**src/rtl/uart_rx.sv**
```systemverilog
// UART receiver: 8 data bits (LSB first), one parity bit, one stop bit, mid-bit sampling.
// Delivers each good byte with a one-cycle ready strobe and exposes the FSM state for debug.
module uart_rx #(
   parameter int CLK_FREQ = 125_000_000,
   parameter int BAUD     = 9600
) (
   input  logic       CLK,
   input  logic       RST,
   input  logic       RXD,
   input  logic       PARITY,
   output logic [7:0] RX_DATA,
   output logic       RX_DATA_RDY,
   output logic [1:0] fsm_state
);

   localparam int BIT_CNT  = CLK_FREQ / BAUD;
   localparam int HALF_CNT = BIT_CNT / 2;
   localparam int CW       = $clog2(BIT_CNT);
   localparam logic [CW-1:0] BIT_LAST  = CW'(BIT_CNT - 1);
   localparam logic [CW-1:0] HALF_LAST = CW'(HALF_CNT - 1);

   typedef enum logic [1:0] {
      IDLE  = 2'b00,
      START = 2'b01,
      DATA  = 2'b10,
      STOP  = 2'b11
   } state_t;

   state_t        state, state_nxt;
   logic          rx_meta, rxs, rxs_d;
   logic [CW-1:0] cnt;
   logic [3:0]    bit_idx;
   logic [8:0]    shreg;
   logic          cnt_clr, shift_en, bit_clr, stop_smp, frame_good;

   // State register
   always_ff @(posedge CLK) begin
      if (RST) state <= IDLE;
      else     state <= state_nxt;
   end

   // NOTE: every output of this block gets a default first, so no path can infer a latch.
   always_comb begin
      state_nxt = state;
      cnt_clr   = 1'b0;
      shift_en  = 1'b0;
      bit_clr   = 1'b0;
      stop_smp  = 1'b0;
      case (state)
         IDLE: begin
            cnt_clr = 1'b1;
            if (rxs_d && !rxs) state_nxt = START;
         end
         START: begin
            if (cnt == HALF_LAST) begin
               cnt_clr = 1'b1;
               if (!rxs) begin
                  bit_clr   = 1'b1;
                  state_nxt = DATA;
               end else begin
                  state_nxt = IDLE;
               end
            end
         end
         DATA: begin
            if (cnt == BIT_LAST) begin
               cnt_clr  = 1'b1;
               shift_en = 1'b1;
               if (bit_idx == 4'd8) state_nxt = STOP;
            end
         end
         STOP: begin
            if (cnt == BIT_LAST) begin
               cnt_clr   = 1'b1;
               stop_smp  = 1'b1;
               state_nxt = IDLE;
            end
         end
         default: state_nxt = IDLE;
      endcase
   end

   // shreg holds {parity, data[7:0]} once all nine samples are in, so ^shreg covers both
   assign frame_good = stop_smp && rxs && ((^shreg) == PARITY);

   // NOTE: sequential state uses non-blocking assignments so all flops update from pre-edge values.
   always_ff @(posedge CLK) begin
      if (RST) begin
         rx_meta     <= 1'b1;
         rxs         <= 1'b1;
         rxs_d       <= 1'b1;
         cnt         <= '0;
         bit_idx     <= '0;
         shreg       <= '0;
         RX_DATA     <= 8'h00;
         RX_DATA_RDY <= 1'b0;
      end else begin
         rx_meta     <= RXD;
         rxs         <= rx_meta;
         rxs_d       <= rxs;
         cnt         <= cnt_clr ? '0 : cnt + 1'b1;
         RX_DATA_RDY <= frame_good;
         if (bit_clr)         bit_idx <= '0;
         else if (shift_en)   bit_idx <= bit_idx + 1'b1;
         if (shift_en)        shreg   <= {rxs, shreg[8:1]};
         if (frame_good)      RX_DATA <= shreg[7:0];
      end
   end

   assign fsm_state = state;

endmodule

```
**config.mk**
```make
export PLATFORM = sky130hd
export DESIGN_NAME = uart_rx
export DESIGN_NICKNAME = d
export VERILOG_FILES = /design/src/rtl/uart_rx.sv
export SDC_FILE = /design/constraint.sdc
export NUM_CORES = 1
export LEC_CHECK = 0
export BUFFER_PORTS_ARGS = -buffer_cell sky130_fd_sc_hd__buf_4
export CORE_MARGIN = 3
export CORE_UTILIZATION = 35
export DETAILED_ROUTE_END_ITERATION = 7
export REMOVE_ABC_BUFFERS = 1
export SLEW_MARGIN = 25
export SYNTH_ARGS = -nofsm -noshare
export SYNTH_HDL_FRONTEND = slang
export SYNTH_SLANG_ARGS = --single-unit
```
**constraint.sdc**
```tcl
create_clock -name CLK -period 4.4 [get_ports CLK]
set_input_delay 0.22 -clock CLK [delete_from_list [all_inputs] [get_ports CLK]]
set_output_delay 0.22 -clock CLK [all_outputs]
set_load 0.02 [all_outputs]
```
[After elaboration in Yosys (flattened, before gate mapping)]
Index checks and enable logic that the tools add are counted.
Cells by class
  add/subtract/negate cells: 2
  equality and inequality tests: 12
  mux-type cells: 15
  reduce and logical (&&, ||, !) cells: 10
Operator list (count)
  adder 14 x 1 -> 14 bit, second input constant: 1
  == test 14 x 13 -> 1 bit, second input constant: 1
  == test 14 bit, second input constant: 1
  2-to-1 mux 2 bit: 6
  != test 2 bit, second input constant: 5
  parity 9 bit: 1
  case mux 2 bit (4 select lines): 1
  2-to-1 mux 1 bit: 7
  OR reduction 2 bit: 3
  AND reduction 5 bit: 1
  adder 4 x 1 -> 4 bit, second input constant: 1
  == test 2 bit, second input constant: 2
  == test 4 bit, second input constant: 1
  logical AND 1 bit: 3
  case mux 1 bit (3 select lines): 1
  == test 2 x 1 -> 1 bit, second input constant: 1
  zero test 2 bit: 1
  == test 1 bit: 1
  zero test 1 bit: 1
Word-level totals
  flip-flop bits (word level): 41
  input port bits: 4
  output and inout port bits: 11
  word-level logic and storage cells: 48

[Depth between registers and ports, before layout]
Gate-level depths: netlist of the first run.
  word-level depth: 5
  depth in mapped cells: 8
  mapped depth without buffers: 7

[Worst setup path after synthesis of the first run]
Ideal clock, no wire load.
  kind: register -> register
  start: register cnt[0]
  end: register cnt[5]
  arrival: 1.726 ns
  slack: 2.559 ns
  cell stages (with the launch flop): 8
  clock period less this slack: 1.841 ns
  cell sequence: dfxtp_1 ha_1 or4b_1 nor4_1 o22ai_1 nand2b_1 buf_4 nor2_1
On the way
  word-level cells in the longest chain between the ends: 4
  elaborated cells between the ends (all ways): 7
  those cells by class: add/sub: 1; eq/ne: 2; mux: 3; reduce/logical: 1
Ends and longest elaborated chain
  from (decl): RTL line 31  | logic [CW-1:0] cnt;
  from (signal assigned): RTL line 101  | cnt <= cnt_clr ? '0 : cnt + 1'b1;
  == test 14 bit or == test 14 x 13 -> 1 bit (tied branches): RTL line 66, 73, 55
  2-to-1 mux 1 bit, on equally long branches: RTL line 66, 73, 55
  case mux 1 bit (3 select lines): RTL line 49  | case (state)
  OR reduction 2 bit (no source line)
Parallel ways exist; a longest one is shown, timed or not.
A chain may end at the register's enable or synchronous reset.

[Worst setup path in the final report of the first run]
  start: register cnt[0]
  end: register bit_idx[1]
On the way
  word-level cells in the longest chain between the ends: 4
  elaborated cells between the ends (all ways): 7
  those cells by class: eq/ne: 2; mux: 4; reduce/logical: 1
Ends and longest elaborated chain
  == test 14 x 13 -> 1 bit: RTL line 55  | if (cnt == HALF_LAST) begin
  2-to-1 mux 1 bit: RTL line 55
  2-to-1 mux 1 bit: RTL line 49
  OR reduction 2 bit (no source line)
  to (signal assigned): RTL line 104  | else if (shift_en) bit_idx <= bit_idx + 1'b1;
  to (decl): RTL line 32  | logic [3:0] bit_idx;
Parallel ways exist; a longest one is shown, timed or not.

==> reports/summary.txt, run 1 <==
DR vias = 1,323
latest clock arrival within the worst-skew pair = 0.30 ns
slowest stage cell, crit path = nand3b_1
Pwr Total = 649 uW
Setup crit end kind = flip-flop
GP Congestion = 0.755
CP endpoint = bit_idx[1]$_SDFFE_PP0P_
Worst setup SP type = flip-flop
maximum VDD drop = 0.124 mV
largest net degree at the start of global routing = 26
Final Skew = 0.0134 ns
Final ANT Viol Nets = 0
Num CTS Buffers = 5
postcts setup bufs = 0
Max Slew Vio Count = 0
Pwr Density = 313 nW/um^2
Post-synth ARST share = 0
Synth top area share = 0.445
hpwl dp = 2230 um
I/O pin total = 15
Fill cells = 507
post-route minimum period = 2.39 ns
Worst R2R Setup Slack = 2.01 ns
Cell Rows = 25
WP data required = 4.59 ns
crit-path max cell delay = 0.57 ns
yosys warns = 0
share of cells above drive strength 1 = 0.143
hold bufs inserted after CTS = 0
area delta synth->final = 12.5%
hold crit path type = input port to flip-flop
r2r worst-path depth = 6
fmax = 0.418 GHz
Main synth FF type = dfxtp_1
crit-path cells = ha_1 > nand3_1 > nor4_4 > nand3b_1 > mux2i_1 > nor2_1
crit-path max FO = 11
H-tree level count = 2
clock sinks = 41
Final Cycle Share = 0.543
Slew HR = 0.544
die height = 78.6 um
crit path DAT = 2.58 ns
synthesized flop and latch total = 41
Core Region = 4910 um^2
Fin. Hold Viols = 0
initial antenna violation count = 0
Port Buffer Count = 14
CTS tree = yes
Die W = 78.6 um
Total Wirelength = 3270 um
RSZ-0062 raised after global routing = no
WL/cell = 11.8 um
global-route wire length before repair = 5650 um
hold depth = 2
Nets = 217
Root Driver = clkbuf_8
vias per inst = 4.78
CP Class = flip-flop to flip-flop
overall global routing resource usage = 0.115
status = finished clean
Initial DRC Count = 47
R2R Path End = bit_idx[1]$_SDFFE_PP0P_
post_cts resized = 0
Max Buffers Root-to-Sink = 2
total gr overflow = 0
Leakage Power = 0.808 nW
Post-Syn Area = 1840 um^2
Clk pin slew, worst setup/hold paths = 0.09 ns
footprint of the multi-input gates = 952 um^2
CP startpoint = cnt[0]$_SDFF_PP0_
EDFF count, synth = 0
Avg Cell Area, Syn = 9.46 um^2
initial core utilization = 0.376
total area of sequential cells = 821 um^2
Synth area leaders = dfxtp_1 (45%), nor2_1 (6.9%), mux2i_1 (6.0%)
most numerous cell in the Yosys netlist = dfxtp_1
largest area contributor in the synthesized netlist = dfxtp_1
n_diodes = 0
max cap viols = 0
Worst Tran Pin Value = 0.683 ns
most common library cells after synthesis = dfxtp_1 (41), nor2_1 (34), nand3_1 (16)
die area = 6180 um^2
Distinct cells, synth = 31
r2r startpoint = cnt[0]$_SDFF_PP0_
setup TNS = 0 ns
Seq/Total Area, Yosys = 0.445
vias in the first global route = 1,168
cells after synthesis = 195
final setup vio count = 0
DRC Markers = 0
detailed-router iteration count before antenna repair = 4
## critical path, delay by kind of cell, from the launching register on
family / cells / cell delay [ns]
fa+ha+maj: 1 / 0.28
mux: 1 / 0.34
flops: 1 / 0.40
simple gates: 4 / 1.26
## through the flow
stage | hold WS [ns] | worst slack (ns) | area (um^2) | utilization | std cells
after detailed placement | 0.396 | 2.03 | 1980 | 0.403 | 269
after global placement | 0.392 | 2.11 | 1980 | 0.403 | 269
after global routing | 0.0856 | 1.74 | 2070 | 0.422 | 277
after floorplan | 0.289 | 2.35 | 1790 | - | 188
after CTS | 0.0871 | 1.99 | 2070 | 0.422 | 277
final | 0.0937 | 2.01 | 2070 | 0.422 | 277
## where the power goes
| part | internal [mW] | switching [mW] |
|---|---|---|
| registers | 0.372 | 0.00165 |
| logic | 0.00705 | 0.00956 |
| clock network | 0.114 | 0.144 |
## worst min-delay path by stage
stage | start | end | slack (ns)
final | RXD | rx_meta$_SDFF_PP1_ | 0.09
after global routing | RXD | rx_meta$_SDFF_PP1_ | 0.09
after detailed placement | rx_meta$_SDFF_PP1_ | rxs$_SDFF_PP1_ | 0.40
after global placement | rx_meta$_SDFF_PP1_ | rxs$_SDFF_PP1_ | 0.39
after floorplan | RST | RX_DATA[0]$_SDFFE_PP0P_ | 0.29
after CTS | RXD | rx_meta$_SDFF_PP1_ | 0.09
## cells by family (layout without fill, tap and decap cells)
| group | Yosys count | in the layout | share of synthesized area |
|---|---|---|---|
| flip-flops | 41 | 41 | 0.445 |
| AO/OA/AOI/OAI | 19 | 19 | 0.0522 |
| buffers and inverters | 12 | 27 | 0.0387 |
| adder cells (fa/ha/maj) | 4 | 4 | 0.0271 |
| multiplexers | 11 | 11 | 0.0597 |
| AND/OR/NAND/NOR | 84 | 84 | 0.246 |
| XOR/XNOR | 24 | 24 | 0.132 |
## per-layer routing
layer | wire length (um) | global-route usage | share of wire | up-vias
li1 | - | - | - | 690
met1 | 1720 | 0.157 | 0.53 | 610
met2 | 1400 | 0.165 | 0.43 | 15
met3 | 82 | 0.0275 | 0.025 | 8
met4 | 69 | 0.0629 | 0.021 | 0
met5 | 0 | 0 | 0 | -
## registers in the layout (all words and copies together) (netlist names), named ones only
name	cells
rxs_d	1
fsm_state	1
bit_idx	4
rxs	1
RX_DATA_RDY	1
cnt	14
shreg	9
RX_DATA	8
rx_meta	1
## cell usage in the layout (no fill, tap or decap), drive strengths merged, types with 5 or more instances in the layout
cell type,count
dfxtp,41
o21ai,8
inv,6
xnor2,11
clkbuf,5
nand2,8
nor2,34
xor2,12
buf,14
a21oi,10
nand3,16
mux2i,11
## cell type report
class,count,area share
Multi-Input combinational cell,142,0.459
Inverter,5,0.00905
Sequential cell,41,0.396
Clock buffer,5,0.0332
Tap cell,67,0.0404
Timing Repair Buffer,14,0.0507
Clock inverter,3,0.0121
Power figures use the tool's default switching activity.
==> run 2: changes to the inputs <==
==> constraint.sdc (replaced) <==
create_clock -name CLK -period 2.1 [get_ports CLK]
set_input_delay 0.105 -clock CLK [delete_from_list [all_inputs] [get_ports CLK]]
set_output_delay 0.105 -clock CLK [all_outputs]
set_load 0.02 [all_outputs]
==> run 2 against run 1 <==
Net effect:
- sequential share of layout area is 1.3 points lower
- clock skew is 0.0045 ns lower
- clock power is 110% higher
- sequential power is 110% higher
- critical endpoint is now cnt[3]$_SDFF_PP0_
- first-iteration DRC count is 120% higher
- register-to-register slack worse by 1.9 ns
- final cell count is 2.5% higher
- utilization is 1.5 points higher
==> reports/summary.txt, run 2 (synthesis gave the netlist of run 1 again) <==
status = finished clean
R2R Path End = cnt[3]$_SDFF_PP0_
hold crit path type = input port to flip-flop
WL/cell = 11.4 um (-3.1%)
Largest register FFs = 14 (unchanged)
vias in the first global route = 1,285 (+10%)
crit-path max FO = 14 (+3)
total area of sequential cells = 821 um^2 (unchanged)
r2r startpoint = cnt[0]$_SDFF_PP0_
WP data required = 2.28 ns (-2.31 ns)
hold depth = 2 (unchanged)
Final ANT Viol Nets = 0 (unchanged)
RSZ-0062 raised after global routing = no
Hold WS = 0.156 ns (+0.0623 ns)
I/O pin total = 15 (unchanged)
area delta synth->final = 16.4%
total gr overflow = 0 (unchanged)
initial antenna violation count = 0 (unchanged)
clock sinks = 41 (unchanged)
final setup vio count = 0 (unchanged)
CP startpoint = cnt[0]$_SDFF_PP0_
Clk pin slew, worst setup/hold paths = 0.08 ns (about the same)
Total Wirelength = 3240 um (-0.67%)
slowest stage cell, crit path = or4b_1
DR vias = 1,322 (-0.076%)
postcts setup bufs = 0 (unchanged)
overall global routing resource usage = 0.117 (+0.00231)
n_diodes = 0 (unchanged)
crit path DAT = 2.12 ns (-0.46 ns)
Root Driver = clkbuf_8
Worst setup SP type = flip-flop
Nets = 224 (+3.2%)
maximum VDD drop = 0.204 mV (+65%)
Core Region = 4910 um^2 (unchanged)
footprint of the multi-input gates = 967 um^2 (+1.6%)
crit-path max cell delay = 0.49 ns (-0.08 ns)
Slew HR = 0.645 (+0.102)
Fin. Hold Viols = 0 (unchanged)
Initial DRC Count = 104 (+120%)
max cap viols = 0 (unchanged)
Post-DP Area = 2030 um^2 (+2.3%)
global-route wire length before repair = 5840 um (+3.4%)
die height = 78.6 um (unchanged)
Leakage Power = 0.864 nW (+7.0%)
Most flops, register = cnt
Top Registers = cnt x14, shreg x9, RX_DATA x8
hpwl dp = 2320 um (+4.4%)
r2r worst-path depth = 7 (+1)
fmax = 0.515 GHz (+23%)
Pwr Density = 630 nW/um^2 (+100%)
CP Class = flip-flop to flip-flop
commonest non-fill, non-tap cells in the layout = dfxtp_1 (41), nor2_1 (34), buf_4 (20)
crit-path cells = ha_1 > or4b_1 > nor4_4 > o22ai_1 > nand2b_1 > buf_4 > nor2_1
post-route minimum period = 1.94 ns (-0.447 ns)
Max Buffers Root-to-Sink = 2 (unchanged)
GP Congestion = 0.771 (+2.1%)
post-route cell area = 2150 um^2 (+3.5%)
Worst R2R Setup Slack = 0.16 ns (-1.85 ns)
detailed-router iteration count before antenna repair = 4 (unchanged)
Worst Tran Pin Value = 0.528 ns (-0.154 ns)
Fill cells = 504 (-0.59%)
H-tree level count = 2 (unchanged)
Cell Rows = 25 (unchanged)
Num CTS Buffers = 5 (unchanged)
CTS tree = yes
setup TNS = 0 ns (unchanged)
DRC Markers = 0 (unchanged)
Port Buffer Count = 14 (unchanged)
die area = 6180 um^2 (unchanged)
Max Slew Vio Count = 0 (unchanged)
CP endpoint = cnt[3]$_SDFF_PP0_
share of cells above drive strength 1 = 0.171 (+0.0276)
Final Skew = 0.00886 ns (-0.00451 ns)
initial core utilization = 0.376 (unchanged)
vias per inst = 4.65 (-2.5%)
commonest non-fill, non-tap cell in the layout = dfxtp_1
Setup crit end kind = flip-flop
Final Cycle Share = 0.926 (+0.382)
Die W = 78.6 um (unchanged)
latest clock arrival within the worst-skew pair = 0.29 ns (about the same)
largest net degree at the start of global routing = 26 (unchanged)
## run 2: critical path, delay by kind of cell (launching register included)
family | cells | cell delay, ns
AO/OA/AOI/OAI | 1 | 0.14
buffers and inverters | 1 | 0.19
adder cells (fa/ha/maj) | 1 | 0.17
flip-flops | 1 | 0.40
AND/OR/NAND/NOR | 4 | 0.94
## run 2: cell type report
cell class / count / area share
Sequential cell: 41 / 0.382
Multi-Input combinational cell: 142 / 0.450
Clock buffer: 6 / 0.0385
Timing Repair Buffer: 21 / 0.0746
Tap cell: 67 / 0.0390
Inverter: 5 / 0.00874
Clock inverter: 2 / 0.00641
## run 2: how the worst min path moves through the flow
stage,slack (ns),end,start
detailed placement,0.30,rx_meta$_SDFF_PP1_,RXD
finish,0.16,shreg[7]$_SDFFE_PP0P_,RST
CTS,0.15,shreg[0]$_SDFFE_PP0P_,RST
global placement,0.29,rx_meta$_SDFF_PP1_,RXD
global route,0.16,shreg[4]$_SDFFE_PP0P_,RST
floorplan,0.17,RX_DATA[0]$_SDFFE_PP0P_,RST
## run 2: what timing repair did
action / CTS / global route
hold endpoints to repair: 1 / 0
gates resized for setup: 0 / 2
hold buffers: 1 / 0
endpoints found under the setup margin: 0 / 14
## run 2: per-layer routing
layer,up-vias,wire length [um],track usage
met5,-,0,0
met4,0,36,0.0367
met3,2,79,0.0344
met2,13,1440,0.180
met1,601,1690,0.158
li1,706,-,-
## run 2: power breakdown
part           switching, mW  internal (mW)
registers            0.00337          0.780
clock network          0.265          0.266
logic                 0.0206         0.0177
total                  0.289           1.06
## run 2: through the flow
stage	setup WS, ns	util	total power [mW]	cells
5_1_grt	0.0193	0.437	1.41	284
3_5_place_dp	0.0332	0.412	0.839	275
6_report	0.156	0.437	1.35	284
4_1_cts	0.0158	0.434	1.38	284
3_3_place_gp	0.105	0.412	0.839	275
2_1_floorplan	0.0523	-	0.820	188
